==> config.mk <==
export PLATFORM = sky130hd
export DESIGN_NAME = wb_set_assoc_cache
export DESIGN_NICKNAME = d
export VERILOG_FILES = /design/src/rtl/wb_set_assoc_cache.sv
export SDC_FILE = /design/constraint.sdc
export NUM_CORES = 2
export LEC_CHECK = 0
export CAP_MARGIN = 20
export CELL_PAD_IN_SITES_DETAIL_PLACEMENT = 1
export CELL_PAD_IN_SITES_GLOBAL_PLACEMENT = 1
export CORE_UTILIZATION = 35
export CTS_CLUSTER_SIZE = 16
export DETAILED_ROUTE_END_ITERATION = 8
export PLACE_DENSITY = 0.6
export SLEW_MARGIN = 20
export SYNTH_ARGS = -nofsm -noshare
export SYNTH_HDL_FRONTEND = slang
export SYNTH_SLANG_ARGS = --single-unit
export TNS_END_PERCENT = 10
==> constraint.sdc <==
create_clock -name clk -period 22.8 [get_ports clk]
set_input_delay 5.7 -clock clk [delete_from_list [all_inputs] [get_ports clk]]
set_output_delay 5.7 -clock clk [all_outputs]
set_load 0.02 [all_outputs]
==> src/rtl/wb_set_assoc_cache.sv <==
`default_nettype none
// ============================================================================
// Module      : wb_set_assoc_cache
// Description : Write-back, write-allocate N-way set-associative data cache,
//               one 32-bit word per line, with dirty tracking, victim
//               write-back, explicit flush, hit/miss counters and memory
//               error propagation.
// Revision    : 1.0 - initial release
// ============================================================================
module wb_set_assoc_cache #(
    parameter int WAYS       = 2,
    parameter int SETS       = 16,
    parameter int ADDR_WIDTH = 32
) (
    input  logic                  clk,
    input  logic                  reset,
    input  logic                  core_req_i,
    input  logic [ADDR_WIDTH-1:0] core_addr_i,
    input  logic                  core_we_i,
    input  logic [3:0]            core_be_i,
    input  logic [31:0]           core_wdata_i,
    output logic                  core_gnt_o,
    output logic                  core_rvalid_o,
    output logic [31:0]           core_rdata_o,
    output logic                  core_error_o,
    input  logic                  flush_i,
    output logic                  flush_done_o,
    output logic                  mem_req_o,
    output logic [ADDR_WIDTH-1:0] mem_addr_o,
    output logic                  mem_we_o,
    output logic [3:0]            mem_be_o,
    output logic [31:0]           mem_wdata_o,
    input  logic [31:0]           mem_rdata_i,
    input  logic                  mem_gnt_i,
    input  logic                  mem_rvalid_i,
    input  logic                  mem_error_i,
    output logic [31:0]           hit_count_o,
    output logic [31:0]           miss_count_o
);
    localparam int C_IDX_W = $clog2(SETS);
    localparam int C_TAG_W = ADDR_WIDTH - 2 - C_IDX_W;
    localparam int C_WAY_W = (WAYS > 1) ? $clog2(WAYS) : 1;

    typedef enum logic [3:0] {
        S_IDLE, S_LOOKUP, S_WB_REQ, S_WB_WAIT, S_FILL_REQ, S_FILL_WAIT,
        S_RESP, S_FLUSH_SCAN, S_FLUSH_WB_REQ, S_FLUSH_WB_WAIT
    } state_t;

    // Line storage: valid/dirty per way, tag and data per way, round-robin pointer per set
    logic [WAYS-1:0]    r_valid [SETS];
    logic [WAYS-1:0]    r_dirty [SETS];
    logic [C_TAG_W-1:0] r_tag   [SETS][WAYS];
    logic [31:0]        r_data  [SETS][WAYS];
    logic [C_WAY_W-1:0] r_rr    [SETS];

    state_t                r_state;
    logic                  r_flush_pend;
    logic [ADDR_WIDTH-3:0] r_word;
    logic                  r_we;
    logic [3:0]            r_be;
    logic [31:0]           r_wdata;
    logic                  r_hit;
    logic [C_WAY_W-1:0]    r_way;
    logic [C_IDX_W-1:0]    r_fset;
    logic [C_WAY_W-1:0]    r_fway;

    logic [C_IDX_W-1:0] w_idx;
    logic [C_TAG_W-1:0] w_tag;
    logic [C_IDX_W-1:0] w_ridx;
    logic               w_hit;
    logic [C_WAY_W-1:0] w_hit_way;
    logic               w_inv_found;
    logic [C_WAY_W-1:0] w_inv_way;
    logic [C_WAY_W-1:0] w_vic_way;
    logic               w_flush_last;
    logic               w_unused_addr_bits;

    assign w_idx              = core_addr_i[2 +: C_IDX_W];
    assign w_tag              = core_addr_i[ADDR_WIDTH-1 -: C_TAG_W];
    assign w_ridx             = r_word[0 +: C_IDX_W];
    assign w_unused_addr_bits = ^core_addr_i[1:0];
    assign w_vic_way          = w_inv_found ? w_inv_way : r_rr[w_idx];
    assign w_flush_last       = (r_fset == C_IDX_W'(SETS - 1)) && (r_fway == C_WAY_W'(WAYS - 1));

    assign core_gnt_o = core_req_i && (r_state == S_IDLE) && !r_flush_pend;
    assign mem_be_o   = mem_req_o ? 4'hF : 4'h0;

    function automatic logic [31:0] f_merge(input logic [31:0] old_w, input logic [31:0] new_w,
                                            input logic [3:0] be);
        f_merge = old_w;
        for (int b = 0; b < 4; b++) begin
            if (be[b]) f_merge[8*b +: 8] = new_w[8*b +: 8];
        end
    endfunction

    // Tag compare of the incoming address; also picks the lowest invalid way for a miss
    always_comb begin
        w_hit       = 1'b0;
        w_hit_way   = '0;
        w_inv_found = 1'b0;
        w_inv_way   = '0;
        for (int w = 0; w < WAYS; w++) begin
            if (!w_hit && r_valid[w_idx][w] && (r_tag[w_idx][w] == w_tag)) begin
                w_hit     = 1'b1;
                w_hit_way = C_WAY_W'(w);
            end
            if (!w_inv_found && !r_valid[w_idx][w]) begin
                w_inv_found = 1'b1;
                w_inv_way   = C_WAY_W'(w);
            end
        end
    end

    // Controller: lookup, victim write-back, fill, flush walk and all registered outputs
    always_ff @(posedge clk) begin
        if (reset) begin
            r_state       <= S_IDLE;
            r_flush_pend  <= 1'b0;
            r_word        <= '0;
            r_we          <= 1'b0;
            r_be          <= '0;
            r_wdata       <= '0;
            r_hit         <= 1'b0;
            r_way         <= '0;
            r_fset        <= '0;
            r_fway        <= '0;
            core_rvalid_o <= 1'b0;
            core_rdata_o  <= '0;
            core_error_o  <= 1'b0;
            flush_done_o  <= 1'b0;
            mem_req_o     <= 1'b0;
            mem_addr_o    <= '0;
            mem_we_o      <= 1'b0;
            mem_wdata_o   <= '0;
            hit_count_o   <= '0;
            miss_count_o  <= '0;
            for (int s = 0; s < SETS; s++) begin
                r_valid[s] <= '0;
                r_dirty[s] <= '0;
                r_rr[s]    <= '0;
            end
        end else begin
            core_rvalid_o <= 1'b0;
            core_error_o  <= 1'b0;
            flush_done_o  <= 1'b0;
            // A flush arriving while a core request is in progress waits its turn
            if (flush_i && (r_state inside {S_LOOKUP, S_WB_REQ, S_WB_WAIT, S_FILL_REQ,
                                            S_FILL_WAIT, S_RESP})) begin
                r_flush_pend <= 1'b1;
            end
            case (r_state)
                S_IDLE: begin
                    if (core_gnt_o) begin
                        r_word  <= core_addr_i[ADDR_WIDTH-1:2];
                        r_we    <= core_we_i;
                        r_be    <= core_be_i;
                        r_wdata <= core_wdata_i;
                        r_hit   <= w_hit;
                        r_way   <= w_hit ? w_hit_way : w_vic_way;
                        if (flush_i) r_flush_pend <= 1'b1;
                        // Hits are serviced at the grant edge so the response lands in LOOKUP
                        if (w_hit) begin
                            core_rvalid_o <= 1'b1;
                            hit_count_o   <= hit_count_o + 32'd1;
                            if (core_we_i) begin
                                r_data[w_idx][w_hit_way]  <= f_merge(r_data[w_idx][w_hit_way],
                                                                     core_wdata_i, core_be_i);
                                r_dirty[w_idx][w_hit_way] <= 1'b1;
                            end else begin
                                core_rdata_o <= r_data[w_idx][w_hit_way];
                            end
                        end
                        r_state <= S_LOOKUP;
                    end else if (flush_i || r_flush_pend) begin
                        r_flush_pend <= 1'b0;
                        r_fset       <= '0;
                        r_fway       <= '0;
                        r_state      <= S_FLUSH_SCAN;
                    end
                end
                S_LOOKUP: begin
                    if (r_hit) begin
                        r_state <= S_IDLE;
                    end else begin
                        miss_count_o <= miss_count_o + 32'd1;
                        mem_req_o    <= 1'b1;
                        if (r_valid[w_ridx][r_way] && r_dirty[w_ridx][r_way]) begin
                            mem_we_o    <= 1'b1;
                            mem_addr_o  <= {r_tag[w_ridx][r_way], w_ridx, 2'b00};
                            mem_wdata_o <= r_data[w_ridx][r_way];
                            r_state     <= S_WB_REQ;
                        end else begin
                            mem_we_o   <= 1'b0;
                            mem_addr_o <= {r_word, 2'b00};
                            r_state    <= S_FILL_REQ;
                        end
                    end
                end
                S_WB_REQ: begin
                    if (mem_gnt_i) begin
                        mem_req_o <= 1'b0;
                        r_state   <= S_WB_WAIT;
                    end
                end
                S_WB_WAIT: begin
                    // Victim is dropped even if its write-back reported an error
                    if (mem_rvalid_i) begin
                        r_valid[w_ridx][r_way] <= 1'b0;
                        r_dirty[w_ridx][r_way] <= 1'b0;
                        mem_req_o              <= 1'b1;
                        mem_we_o               <= 1'b0;
                        mem_addr_o             <= {r_word, 2'b00};
                        r_state                <= S_FILL_REQ;
                    end
                end
                S_FILL_REQ: begin
                    if (mem_gnt_i) begin
                        mem_req_o <= 1'b0;
                        r_state   <= S_FILL_WAIT;
                    end
                end
                S_FILL_WAIT: begin
                    if (mem_rvalid_i) begin
                        core_rvalid_o <= 1'b1;
                        core_error_o  <= mem_error_i;
                        if (mem_error_i) begin
                            r_valid[w_ridx][r_way] <= 1'b0;
                            r_dirty[w_ridx][r_way] <= 1'b0;
                        end else begin
                            r_valid[w_ridx][r_way] <= 1'b1;
                            r_dirty[w_ridx][r_way] <= r_we;
                            r_tag[w_ridx][r_way]   <= r_word[ADDR_WIDTH-3 -: C_TAG_W];
                            r_data[w_ridx][r_way]  <= r_we ? f_merge(mem_rdata_i, r_wdata, r_be)
                                                           : mem_rdata_i;
                            r_rr[w_ridx]           <= (r_rr[w_ridx] == C_WAY_W'(WAYS - 1)) ? '0
                                                      : r_rr[w_ridx] + C_WAY_W'(1);
                            if (!r_we) core_rdata_o <= mem_rdata_i;
                        end
                        r_state <= S_RESP;
                    end
                end
                S_RESP: begin
                    r_state <= S_IDLE;
                end
                S_FLUSH_SCAN, S_FLUSH_WB_WAIT: begin
                    if ((r_state == S_FLUSH_SCAN) && r_dirty[r_fset][r_fway]) begin
                        mem_req_o   <= 1'b1;
                        mem_we_o    <= 1'b1;
                        mem_addr_o  <= {r_tag[r_fset][r_fway], r_fset, 2'b00};
                        mem_wdata_o <= r_data[r_fset][r_fway];
                        r_state     <= S_FLUSH_WB_REQ;
                    end else if ((r_state == S_FLUSH_SCAN) || mem_rvalid_i) begin
                        r_valid[r_fset][r_fway] <= 1'b0;
                        r_dirty[r_fset][r_fway] <= 1'b0;
                        if (w_flush_last) begin
                            flush_done_o <= 1'b1;
                            r_state      <= S_IDLE;
                        end else begin
                            if (r_fway == C_WAY_W'(WAYS - 1)) begin
                                r_fway <= '0;
                                r_fset <= r_fset + C_IDX_W'(1);
                            end else begin
                                r_fway <= r_fway + C_WAY_W'(1);
                            end
                            r_state <= S_FLUSH_SCAN;
                        end
                    end
                end
                S_FLUSH_WB_REQ: begin
                    if (mem_gnt_i) begin
                        mem_req_o <= 1'b0;
                        r_state   <= S_FLUSH_WB_WAIT;
                    end
                end
                default: r_state <= S_IDLE;
            endcase
        end
    end
endmodule
`default_nettype wire
# Word-level counts from Yosys, hierarchy flattened
# Memory sizes are Yosys's and may differ from the RTL's. A register that Yosys moved wholly into a read port is not among the register bits.
# Cells that the tools add are included.
# totals
reg_bits,244
latchBits,0
ramBits,1936
rom_bits,0
in_bits,108
out_inout_bits,170
elab_cells,364
memories,5
# op_classes
addsub,5
mul,0
div_mod_pow,0
n_lt_le_gt_ge,11
n_eq_ne,34
n_shift,0
mux,225
bitwise,16
n_reduce_logical,48
# mem_list
name,depth,width,rd,rd_ports_with_merged_regs,wr,line,source
r_data,16,64,3,2,1,53,logic [31:0] r_data [SETS][WAYS];
r_tag,16,52,3,2,1,52,logic [C_TAG_W-1:0] r_tag [SETS][WAYS];
r_dirty,16,2,2,2,16,51,logic [WAYS-1:0] r_dirty [SETS];
r_valid,16,2,2,1,16,50,logic [WAYS-1:0] r_valid [SETS];
r_rr,16,1,2,1,16,54,logic [C_WAY_W-1:0] r_rr [SETS];
# op_table
cell,n
two-way mux 32 bit,25
two-way mux 8 bit,44
two-way mux 64 bit,4
two-way mux 26 bit,7
two-way mux 4 bit,39
one-hot mux 32 bit (2 select lines),2
one-hot mux 32 bit (3 select lines),1
two-way mux 1 bit,72
"adder 32 x 1 -> 32 bit, second input constant",2
demux 32 bit (select 1 bit),2
OR reduction 64 bit,1
equality test 26 bit,2
two-way mux 52 bit,1
"inequality test 2 bit, second input constant",17
one-hot mux 4 bit (8 select lines),1
two-way mux 2 bit,15
demux 26 bit (select 1 bit),1
AND reduction 7 bit,3
"equality test 4 x 3 -> 1 bit, second input constant",4
logical AND 1 bit,15
"equality test 4 bit, second input constant",3
OR reduction 2 bit,6
two-way mux 3 bit,3
"equality test 4 x 2 -> 1 bit, second input constant",2
other kinds (33),67

# Logic depth before layout (Yosys ltp)
# An unclocked memory read counts as a cell.
# logic_depth
depth_word,19
mapped_depth,19

# Worst setup path after synthesis
# OpenSTA, ideal clock, no wires.
# synth_timing
path_type,in2out
from,input port core_req_i
to,output port core_gnt_o
arrival_time_ns,6.958
required_time_ns,17.100
slack_ns,10.142
stages,5
cell_sequence,nand2b_1 > or2_2 > buf_1 > clkinv_1 > clkbuf_1
# synth_between
elab_chain_cells,2
# synth_lines
element,line,source
"start, declared",17,"input logic core_req_i,"
logical AND 1 bit (2 in series),85,assign core_gnt_o = core_req_i && (r_state == S_IDLE) && !r_flush_pend;
"end, declared",22,"output logic core_gnt_o,"
# No other way between the ends.

# Final worst setup path
# Ends and elaborated chain as after synthesis.

==> results_dict.tcl <==
set metrics [dict create \
    layout.nets 6901 \
    hold_path_depth 2 \
    crit_fanout 49 \
    worstMarginPinSlew_ps 1330 \
    wl_per_cell_um 37.8 \
    core_mm2 0.333 \
    gp_routability_congestion 0.869 \
    outcome "finished, final reports clean" \
    clock_latency_ps 920 \
    min_from "r_wdata[21]" \
    routed-via-count 73600 \
    r2r_setup_slack_ps 16550 \
    crit_type "input pin to output port" \
    layout_common_cells "1,936 x edfxtp_1, 1,697 x mux4_2, 417 x nand2_1" \
    finalHoldViolCount 0 \
    async_flop_share_pct 0 \
    synth_edf_count 1936 \
    dp_slack_ps 8550 \
    power_density_mw_per_mm2 78.9 \
    grt_usage_pct 25.1 \
    grt_util_met1_pct 33.5 \
    peakVddDrop_mv 0.0558 \
    cts_buffer_depth 4 \
    critPathRequiredTime_ps 17100 \
    synth_ff_type "edfxtp_1" \
    final_common_cell "edfxtp_1" \
    grt_pass1_vias 76100 \
    via_per_inst 6.47 \
    htreeDepth 5 \
    ctsHoldBuffers 0 \
    worst_slack_ps 8670 \
    dieWidth_um 581 \
    yosys_warnings 0 \
    p_leak_nw 40.0 \
    busiest_layer "met2" \
    fill_cells 32100 \
    post-route-min-period_ps 14130 \
    grt-ovfl-total 0 \
    io_pins 278 \
    clock-sinks 2186 \
    p_seq_share_pct 43.9 \
    min-delay-path-class "flop to flop" \
    ys_seq_area_share_pct 53.8 \
    tns_ps 0 \
    cts_tree "done" \
    clockPowerShare_pct 40.5 \
    critPathCaptureType "output port" \
    grt_first_pass_wirelength_um 604000 \
    antenna_found_initial 16 \
    cts_buffers 263 \
    power_mw 10.6 \
    setup_viol 0 \
    period_share_pct 62.0 \
    ctsRootBufferMaster "clkbuf_16" \
    finClkSkew_ps 78.1 \
    initial_utilization_pct 35.2 \
    syn_area_mm2 0.117 \
    rows 212 \
    die-height_um 581 \
    min_to "r_wdata[21]" \
    die_area_mm2 0.338 \
    cts_resized 0 \
    p_int_mw 7.72 \
    arrival_ps 8430 \
    clk_pin_slew_worst_paths_ps 60 \
    relSlewSlack_pct 11.6 \
    ys_ff_latch 2186 \
    drt-total-wl_um 431000 \
    drive_gt1_share_pct 36.7 \
    worstReg2RegEnd "mem_wdata_o[17]" \
    met2_usage_pct 41.1 \
    comb_power_share_pct 15.6 \
    switching_share_pct 27.1 \
    grtUsageMet3_pct 4.41 \
    final-max-slew-violation-count 0 \
    first_pass_iters 6 \
    r2r_cells 12 \
    port_buffers 273 \
    post_cts_buffers 0 \
    grt_max_degree 174 \
    drt_iter0_drc 8251 \
    area_delta_synth_final_pct 14.4 \
    synth.distinct_cells 85 \
    max_freq_mhz 70.7 \
    antenna_left 0 \
    drv_cap 0 \
    grt_setup_unrepaired "no" \
    avgSynthCellArea_um2 17.7 \
    syn-instance-count 6632 \
    route.detailed.drc 0 \
    setup.worst_path.start_class "input pin" \
    dp_hpwl_um 250000 \
    p_switching_mw 2.87 \
]
## worst max path at each step
| stage | cells past startpoint | slack [ps] | startpoint | endpoint |
|---|---|---|---|---|
| CTS | 5 | 8560 | core_req_i | core_gnt_o |
| global route | 5 | 8580 | core_req_i | core_gnt_o |
| floorplan | 5 | 10140 | core_req_i | core_gnt_o |
| detailed placement | 5 | 8550 | core_req_i | core_gnt_o |
| finish | 5 | 8670 | core_req_i | core_gnt_o |
| global placement | 5 | 8570 | core_req_i | core_gnt_o |
## power groups by stage
stage | Combinational [mW] | Clock (mW) | Sequential (mW)
2_1_floorplan | 1.03 | 0 | 4.70
3_3_place_gp | 1.63 | 0 | 4.73
3_5_place_dp | 1.65 | 0 | 4.74
4_1_cts | 1.65 | 4.35 | 4.65
5_1_grt | 1.73 | 4.48 | 4.66
6_report | 1.65 | 4.29 | 4.65
## metrics by stage
stage	hold slack (ps)	area (µm²)	utilization (%)	cells
finish	455	134000	40.3	11400
CTS	455	134000	40.2	11400
detailed placement	446	125000	37.6	10900
global placement	441	125000	37.6	10900
floorplan	436	117000	-	6633
global route	468	134000	40.3	11400
## cell usage after synthesis (11+ instances only)
master | n | area (µm²)
nand4_1 | 21 | 131
xor2_1 | 56 | 490
o21ai_0 | 81 | 405
nand3_1 | 161 | 806
edfxtp_1 | 1936 | 58100
buf_2 | 40 | 200
o22ai_1 | 32 | 200
nor4_1 | 11 | 68.8
a22oi_1 | 21 | 158
nand2b_1 | 64 | 400
a21oi_1 | 190 | 951
inv_1 | 34 | 128
a221oi_1 | 14 | 123
buf_6 | 23 | 259
buf_4 | 32 | 240
nor3_1 | 36 | 180
or3_1 | 17 | 106
nand2_1 | 417 | 1570
a221o_1 | 33 | 330
mux2i_1 | 223 | 2230
a22o_1 | 13 | 114
o211ai_1 | 37 | 278
buf_1 | 128 | 480
mux2_2 | 38 | 428
a21o_1 | 28 | 210
xnor2_1 | 50 | 438
mux4_2 | 1697 | 38200
and3_1 | 18 | 113
nor2_1 | 255 | 957
nor2b_1 | 46 | 288
o21bai_1 | 49 | 368
clkbuf_1 | 376 | 1410
dfxtp_1 | 250 | 5000
nor4b_2 | 28 | 420
a211oi_1 | 31 | 233
## flip-flops by register name, indices dropped and copies added, names as in the netlist, 4 cells and up, named ones only
register / cells
r_wdata: 32
r_rr: 16
mem_wdata_o: 32
mem_addr_o: 30
hit_count_o: 32
r_dirty: 32
r_fset: 4
r_word: 30
r_be: 4
miss_count_o: 32
r_data: 1024
core_rdata_o: 32
r_tag: 832
r_state: 4
r_valid: 32
## final cells by class
class                           instances  area (µm²)  area share [%]
Inverter                               38         163           0.121
Antenna cell                           10        25.0          0.0186
Sequential cell                      2186       63200            47.1
Clock inverter                        121        1360            1.01
Multi-Input combinational cell       3809       52200            38.9
Tap cell                             4387        5490            4.09
Clock buffer                          348        7290            5.43
Timing Repair Buffer                  492        4570            3.40
## worst max-delay path, cell delays in order
cell and delay [ps]:
clkdlybuf4s50_1 520, nand2b_1 110, or2_4 510, inv_4 690, clkdlybuf4s50_1 870
## cells by family (layout without fill, tap and decap cells)
group / Yosys count / in the layout / share of synthesized area, %
xor+xnor: 106 / 106 / 0.791
compound gates: 595 / 595 / 3.45
other cells: 1 / 12 / 0.00320
simple gates: 1144 / 1144 / 4.74
flops: 2186 / 2186 / 53.8
fa+ha+maj: 3 / 3 / 0.0320
mux: 1959 / 1959 / 34.8
buf+inv: 638 / 999 / 2.33
## layer usage
layer / routed length (µm) / vias to the layer above / part of all wire, %
met1: 171000 / 40600 / 40
met3: 33300 / 791 / 7.7
met4: 18300 / 10 / 4.2
met2: 208000 / 3599 / 48
li1: - / 28600 / -
met5: 61 / - / 0.014
Note: power is estimated with default switching activity, not from simulation.
